**src/rtl/interval_timer_ctrl.sv**
```systemverilog
// interval_timer_ctrl: runs base/ext/yellow intervals back-to-back in whole
// one-second ticks and pulses expired once per finished interval and once
// after reset (the kickoff).
//
// Ports:
//   clk            single clock, rising edge
//   globalReset_n  asynchronous active-low reset
//   tickIn         external one-cycle tick (only with INTERVAL_TIMER_EXT_TICK_EN)
//   enableTimer    level; high runs intervals back-to-back, low stops
//   intervalSel    00 base, 01 ext, 10 yellow, 11 treated as base
//   reprogram      one-cycle write strobe for the interval registers
//   paramSel       write target: 00 base, 01 ext, 10 yellow, 11 none
//   timeValue      value written on reprogram
//   expired        one-cycle pulse per completed interval and after reset
//   timeLeft       remaining whole ticks of the running interval, else 0
//   running        high while loading or counting
//
// Configuration macro: INTERVAL_TIMER_EXT_TICK_EN
//   undefined: internal prescaler of CLK_PER_TICK cycles makes the tick
//   defined:   prescaler removed, tickIn supplies the tick
module interval_timer_ctrl #(
    parameter int unsigned CLK_PER_TICK = 100000000,
    parameter int unsigned TIME_W       = 4
) (
    input  logic              clk,
    input  logic              globalReset_n,
`ifdef INTERVAL_TIMER_EXT_TICK_EN
    input  logic              tickIn,
`endif
    input  logic              enableTimer,
    input  logic [1:0]        intervalSel,
    input  logic              reprogram,
    input  logic [1:0]        paramSel,
    input  logic [TIME_W-1:0] timeValue,
    output logic              expired,
    output logic [TIME_W-1:0] timeLeft,
    output logic              running
);

    typedef enum logic [2:0] {
        S_KICK,
        S_IDLE,
        S_LOAD,
        S_COUNT,
        S_EXP
    } state_t;

    state_t            state, state_d;
    logic [TIME_W-1:0] base_q, ext_q, yellow_q;
    logic [TIME_W-1:0] base_d, ext_d, yellow_d;
    logic [TIME_W-1:0] time_left_d;
    logic              expired_d, running_d;
    logic [TIME_W-1:0] sel_val_c, load_val_c;
    logic              tick_c, wr_c;

`ifdef INTERVAL_TIMER_EXT_TICK_EN
    // Ticks outside COUNT are ignored, so the first tick after LOAD counts.
    assign tick_c = tickIn && (state == S_COUNT);
`else
    localparam int unsigned PRE_W = $clog2(CLK_PER_TICK);

    logic [PRE_W-1:0] pre_q, pre_d;

    assign tick_c = (state == S_COUNT) && (pre_q == PRE_W'(CLK_PER_TICK - 1));

    // Prescaler runs only while counting on; wraps on tick, zero elsewhere.
    always_comb begin
        pre_d = '0;
        if ((state == S_COUNT) && (state_d == S_COUNT) && !tick_c) begin
            pre_d = pre_q + PRE_W'(1);
        end
    end

    always_ff @(posedge clk or negedge globalReset_n) begin
        if (!globalReset_n) begin
            pre_q <= '0;
        end else begin
            pre_q <= pre_d;
        end
    end
`endif

    assign wr_c = reprogram && (paramSel != 2'b11);

    // Interval selection; a stored 0 still runs for one tick.
    always_comb begin
        case (intervalSel)
            2'b01:   sel_val_c = ext_q;
            2'b10:   sel_val_c = yellow_q;
            default: sel_val_c = base_q;
        endcase
        load_val_c = (sel_val_c == '0) ? TIME_W'(1) : sel_val_c;
    end

    // Next state, register writes and next output values.
    always_comb begin
        state_d     = state;
        base_d      = base_q;
        ext_d       = ext_q;
        yellow_d    = yellow_q;
        time_left_d = timeLeft;
        expired_d   = 1'b0;

        case (state)
            S_KICK: begin
                state_d   = S_IDLE;
                expired_d = 1'b1;
            end
            S_IDLE: begin
                if (enableTimer) state_d = S_LOAD;
            end
            S_LOAD: begin
                if (enableTimer) begin
                    state_d     = S_COUNT;
                    time_left_d = load_val_c;
                end else begin
                    state_d = S_IDLE;
                end
            end
            S_COUNT: begin
                if (!enableTimer) begin
                    state_d = S_IDLE;
                end else if (tick_c) begin
                    if (timeLeft == TIME_W'(1)) begin
                        state_d   = S_EXP;
                        expired_d = 1'b1;
                    end else begin
                        time_left_d = timeLeft - TIME_W'(1);
                    end
                end
            end
            S_EXP: begin
                state_d = enableTimer ? S_LOAD : S_IDLE;
            end
            default: begin
                state_d = S_KICK;
            end
        endcase

        // A valid write wins over everything and aborts the running interval.
        if (wr_c) begin
            state_d   = S_IDLE;
            expired_d = 1'b0;
            case (paramSel)
                2'b00:   base_d   = timeValue;
                2'b01:   ext_d    = timeValue;
                default: yellow_d = timeValue;
            endcase
        end

        if (state_d != S_COUNT) time_left_d = '0;
        running_d = (state_d == S_LOAD) || (state_d == S_COUNT);
    end

    always_ff @(posedge clk or negedge globalReset_n) begin
        if (!globalReset_n) begin
            state    <= S_KICK;
            base_q   <= TIME_W'(6);
            ext_q    <= TIME_W'(3);
            yellow_q <= TIME_W'(2);
            timeLeft <= '0;
            expired  <= 1'b0;
            running  <= 1'b0;
        end else begin
            state    <= state_d;
            base_q   <= base_d;
            ext_q    <= ext_d;
            yellow_q <= yellow_d;
            timeLeft <= time_left_d;
            expired  <= expired_d;
            running  <= running_d;
        end
    end

endmodule
```
**config.mk**
```make
export PLATFORM = sky130hd
export DESIGN_NAME = interval_timer_ctrl
export DESIGN_NICKNAME = d
export VERILOG_FILES = /design/src/rtl/interval_timer_ctrl.sv
export SDC_FILE = /design/constraint.sdc
export NUM_CORES = 1
export LEC_CHECK = 0
export CAP_MARGIN = 20
export CORE_ASPECT_RATIO = 0.75
export CORE_MARGIN = 3
export CORE_UTILIZATION = 55
export CTS_BUF_LIST = sky130_fd_sc_hd__clkbuf_4 sky130_fd_sc_hd__clkbuf_8
export CTS_CLUSTER_DIAMETER = 120
export DETAILED_ROUTE_END_ITERATION = 7
export PLACE_DENSITY_LB_ADDON = 0.25
export SYNTH_ARGS = -nofsm -noshare
export SYNTH_HDL_FRONTEND = slang
export SYNTH_SLANG_ARGS = --single-unit
```
**constraint.sdc**
```tcl
create_clock -name clk -period 2.3 [get_ports clk]
set_clock_uncertainty 0.05 [all_clocks]
set_input_delay 0.23 -clock clk [delete_from_list [all_inputs] [get_ports clk]]
set_output_delay 0.23 -clock clk [all_outputs]
set_load 0.005 [all_outputs]
```
==> metrics.log <==
INFO  metric outcome = completed
INFO  metric ys_seq_area_share = between 40% and 50%
INFO  metric post-route-drc-count = 0
INFO  metric rows = 20
INFO  metric final_cell_mix = sky130_fd_sc_hd__dfrtp_1, sky130_fd_sc_hd__nor2_1, sky130_fd_sc_hd__xnor2_1
INFO  metric vias_per_cell = 5.758
INFO  metric clock-sinks = 48
INFO  metric finalHoldViolCount = 0
INFO  metric instances_no_fill = 331
INFO  metric maxCapViolations = 0
INFO  metric synth_nets = about 270
INFO  metric finalWirelength = 4.878 mm
INFO  metric syn_inst_count = 251
INFO  metric timing.final.crit_share = 89.24%
INFO  metric timing.setup.tns = 0 ps
INFO  metric synth.avg_cell_area = 9.895 µm²
INFO  metric first_global_vias = 1,794
INFO  metric placed_cells_incl_taps = 322
INFO  metric timing_worst_slew_pin_value = 595.5 ps
INFO  metric globalRouteOverflowTotal = 0
INFO  metric power_density = slightly below 600 mW/mm²
INFO  metric worst-path-max-fanout = 5
INFO  metric dr.pass1.iters = 4
INFO  metric critPathTopFamily = simple AND/OR/NAND/NOR gates
INFO  metric cts_tree = done
INFO  metric required = 2480 ps
INFO  metric worstPathArrival = between 2000 and 2500 ps
INFO  metric layout_setup_ws = 247.4 ps
INFO  metric path_cells = ha_1 > and4_1 > nand4_1 > nor3_1 > mux2_2 > a21oi_1
INFO  metric timing_max_transition_violations_final = 0
INFO  metric achievable_freq = 487.2 MHz
INFO  metric r2r_start = pre_q[0]
INFO  metric die_height = about 64 µm
INFO  metric critPathMaxStageDelay = 390 ps
INFO  metric chipWidth = about 84 µm
INFO  metric first_pass_grt_wire_length = between 8 and 9 mm
INFO  metric worstSetupPathType = flop to flop
INFO  metric rsz0062_at_grt = no
INFO  metric kind_of_start_point_of_the_critical_path = flop
INFO  metric hold_crit_path_type = flop to flop
INFO  metric design.die.area = 0.005366 mm²
INFO  metric core_area = 0.004204 mm²
INFO  metric hold_end = pre_q[0]
INFO  metric power.ir.vdd_worst = 0.3738 mV
INFO  metric clkLatencyLatePin = a little under 300 ps
INFO  metric relSlewSlack = 60.30%
INFO  metric gp_routability_congestion = 0.8145
INFO  metric cellLeakagePower = 1.120 nW
INFO  metric final-setup-viol-count = 0
INFO  metric drtAntennaViolNets = 0
INFO  metric whs_path_cells = 1
INFO  metric floorplan.io_pins = 18
INFO  metric final_net_count = 292
INFO  metric path_clk_slew = 90 ps
INFO  metric post_dp_area = roughly 0.0027 mm²
INFO  metric grt_start_max_net_pins = 49
INFO  metric detail_routed_net_length_per_standard_cell = between 10 and 15 µm
INFO  metric ctsHtreeMaxLevel = 2
INFO  metric diodes = 0
INFO  metric num_vias = 1,906
INFO  metric most_common_cell_after_layout_fill_and_taps_aside = sky130_fd_sc_hd__dfrtp_1
INFO  metric setup.worst_path.end_class = flop
INFO  metric synthesis.area = approximately 0.0025 mm²
INFO  metric cts_made_buffers = 5
INFO  metric dp_slack = ~280 ps
INFO  metric period_minus_slack = 2053 ps
INFO  metric synth_seq_cells = 48
INFO  metric detailedRoute.firstIterationViolations = 137
INFO  metric yosysWarningCount = 0
INFO  metric max_buffers_root_to_sink = 2
INFO  metric worst_hold_startpoint = pre_q[0]
INFO  metric gr_util_all_layers = 19.46%
INFO  metric initial_utilization = 59.08%
INFO  metric finalPower = 1.699 mW
INFO  metric ff2ff_path_depth = 6
INFO  metric clockRootBuffer = sky130_fd_sc_hd__clkbuf_8
INFO  metric areaGrowthSynthToFinish = 14.96%
INFO  metric initial_antenna_violation_count = 0
INFO  metric reg2reg_slack = 250 ps
INFO  metric final_design_area_no_fill = 0.002855 mm²
INFO  metric crit_path_top_delay_cell = sky130_fd_sc_hd__dfrtp_1
INFO  metric hpwl = about 3.4 mm
INFO  metric drive_above_1_share = 13.04%
INFO  metric timing.rr.end = timeLeft[3]
INFO  metric buffer_ports.inserted = 17
INFO  metric worst-path-buf-inv = 0
INFO  metric ys_types = 36
[cell type report]
class / instances / area, µm²
fillers: 354 / 1349
multi-input cells: 187 / 1221
flip-flops and latches: 48 / 1207
repair buffers: 22 / 205.2
clock buffers: 6 / 76.32
well taps: 55 / 68.82
inverters: 11 / 41.29
clock inverters: 2 / 35.03
[Yosys cell counts]
cell type	number	area share [%]
sky130_fd_sc_hd__and4_4	2	0.91
sky130_fd_sc_hd__nor3b_1	2	0.60
sky130_fd_sc_hd__buf_2	3	0.60
sky130_fd_sc_hd__dfrtp_1	43	43
sky130_fd_sc_hd__or3_1	3	0.76
sky130_fd_sc_hd__or2_2	1	0.25
sky130_fd_sc_hd__and4_1	5	1.8
sky130_fd_sc_hd__nor2b_1	3	0.76
sky130_fd_sc_hd__a21boi_0	1	0.30
sky130_fd_sc_hd__a31oi_1	1	0.25
sky130_fd_sc_hd__nor3_1	13	2.6
sky130_fd_sc_hd__nand2_1	16	2.4
sky130_fd_sc_hd__o21bai_1	1	0.30
sky130_fd_sc_hd__a22oi_1	5	1.5
sky130_fd_sc_hd__inv_1	11	1.7
sky130_fd_sc_hd__dfstp_2	5	5.3
sky130_fd_sc_hd__nand4_1	6	1.5
sky130_fd_sc_hd__and2_1	1	0.25
sky130_fd_sc_hd__and3_1	6	1.5
sky130_fd_sc_hd__xor2_1	5	1.8
sky130_fd_sc_hd__a21oi_1	5	1.0
sky130_fd_sc_hd__nand3_1	15	3.0
sky130_fd_sc_hd__or4_1	1	0.30
sky130_fd_sc_hd__mux2_2	13	5.9
sky130_fd_sc_hd__nand3b_1	3	0.91
sky130_fd_sc_hd__nand2b_1	3	0.76
sky130_fd_sc_hd__ha_1	5	2.5
sky130_fd_sc_hd__nor2_1	35	5.3
sky130_fd_sc_hd__o31ai_1	1	0.30
sky130_fd_sc_hd__nor4_2	2	1.0
sky130_fd_sc_hd__nand4bb_1	1	0.45
sky130_fd_sc_hd__clkbuf_1	2	0.30
sky130_fd_sc_hd__nor4_1	4	1.0
sky130_fd_sc_hd__mux2i_1	1	0.40
sky130_fd_sc_hd__o21ai_0	7	1.4
sky130_fd_sc_hd__xnor2_1	20	7.1
[worst max-delay path by stage]
stage | from | endpoint | slack (ps) | cells past startpoint
6_report | pre_q[0] | timeLeft[3] | 250 | 6
5_1_grt | pre_q[0] | expired | 90 | 6
4_1_cts | pre_q[0] | timeLeft[0] | 230 | 6
3_5_place_dp | pre_q[0] | timeLeft[0] | 280 | 6
3_3_place_gp | pre_q[0] | timeLeft[0] | 350 | 6
2_1_floorplan | pre_q[0] | timeLeft[0] | 440 | 6
[report_power, final]
part | switching, mW | total [mW] | leakage [nW] | internal, mW
clock | 0.274 | 0.609 | 0.0586 | 0.335
sequential | 0.0230 | 0.924 | 0.632 | 0.901
combinational | 0.0821 | 0.166 | 0.430 | 0.0838
total | 0.380 | 1.70 | 1.12 | 1.32
[sequential cells by signal, summed over array words and instances, names as in the netlist]
register	flops
pre_q	27
base_q	4
ext_q	4
timeLeft	4
yellow_q	4
state	3
expired	1
running	1
[stage by stage]
| stage | util [%] | hold WS, ps |
|---|---|---|
| after floorplan | - | -115.6 |
| after global placement | 64.82 | 307.7 |
| after detailed placement | 64.82 | 314.4 |
| after CTS | 67.71 | 437.5 |
| after global routing | 67.92 | 465.6 |
| final | 67.92 | 437.5 |
[what timing repair did]
item | 4_1_cts | 5_1_grt
hold endpoints to repair | 43 | 0
resized for setup | 0 | 1
setup endpoints to repair | 0 | 1
buffers inserted | 0 | 0
hold buffers | 1 | 0
[cell families after synthesis]
group                      share of synthesized area, %
buffers and inverters                             2.569
AOI/OAI and AO/OA                                 5.089
DFF                                               48.61
adders and majority gates                         2.519
xor gates and xnor gates                          8.816
and+or+nand+nor                                   26.10
muxes                                             6.297
[worst reg2reg max path, delay by kind of cell, from the launching register on]
kind | cells | cell delay [ps]
flip-flops | 1 | 390
AO/OA/AOI/OAI | 1 | 130
AND/OR/NAND/NOR | 3 | 850
adder cells (fa/ha/maj) | 1 | 210
multiplexers | 1 | 360
[metal layers]
| metal | vias to the layer above | GRT usage (%) | share of wire (%) |
|---|---|---|---|
| met4 | 0 | 5.020 | 0.98 |
| met5 | - | 0 | 0 |
| met3 | 5 | 4.510 | 5.8 |
| met2 | 61 | 28.17 | 41 |
| met1 | 919 | 29.35 | 52 |
| li1 | 921 | - | - |
No activity file was read; power rests on OpenSTA's default activity.
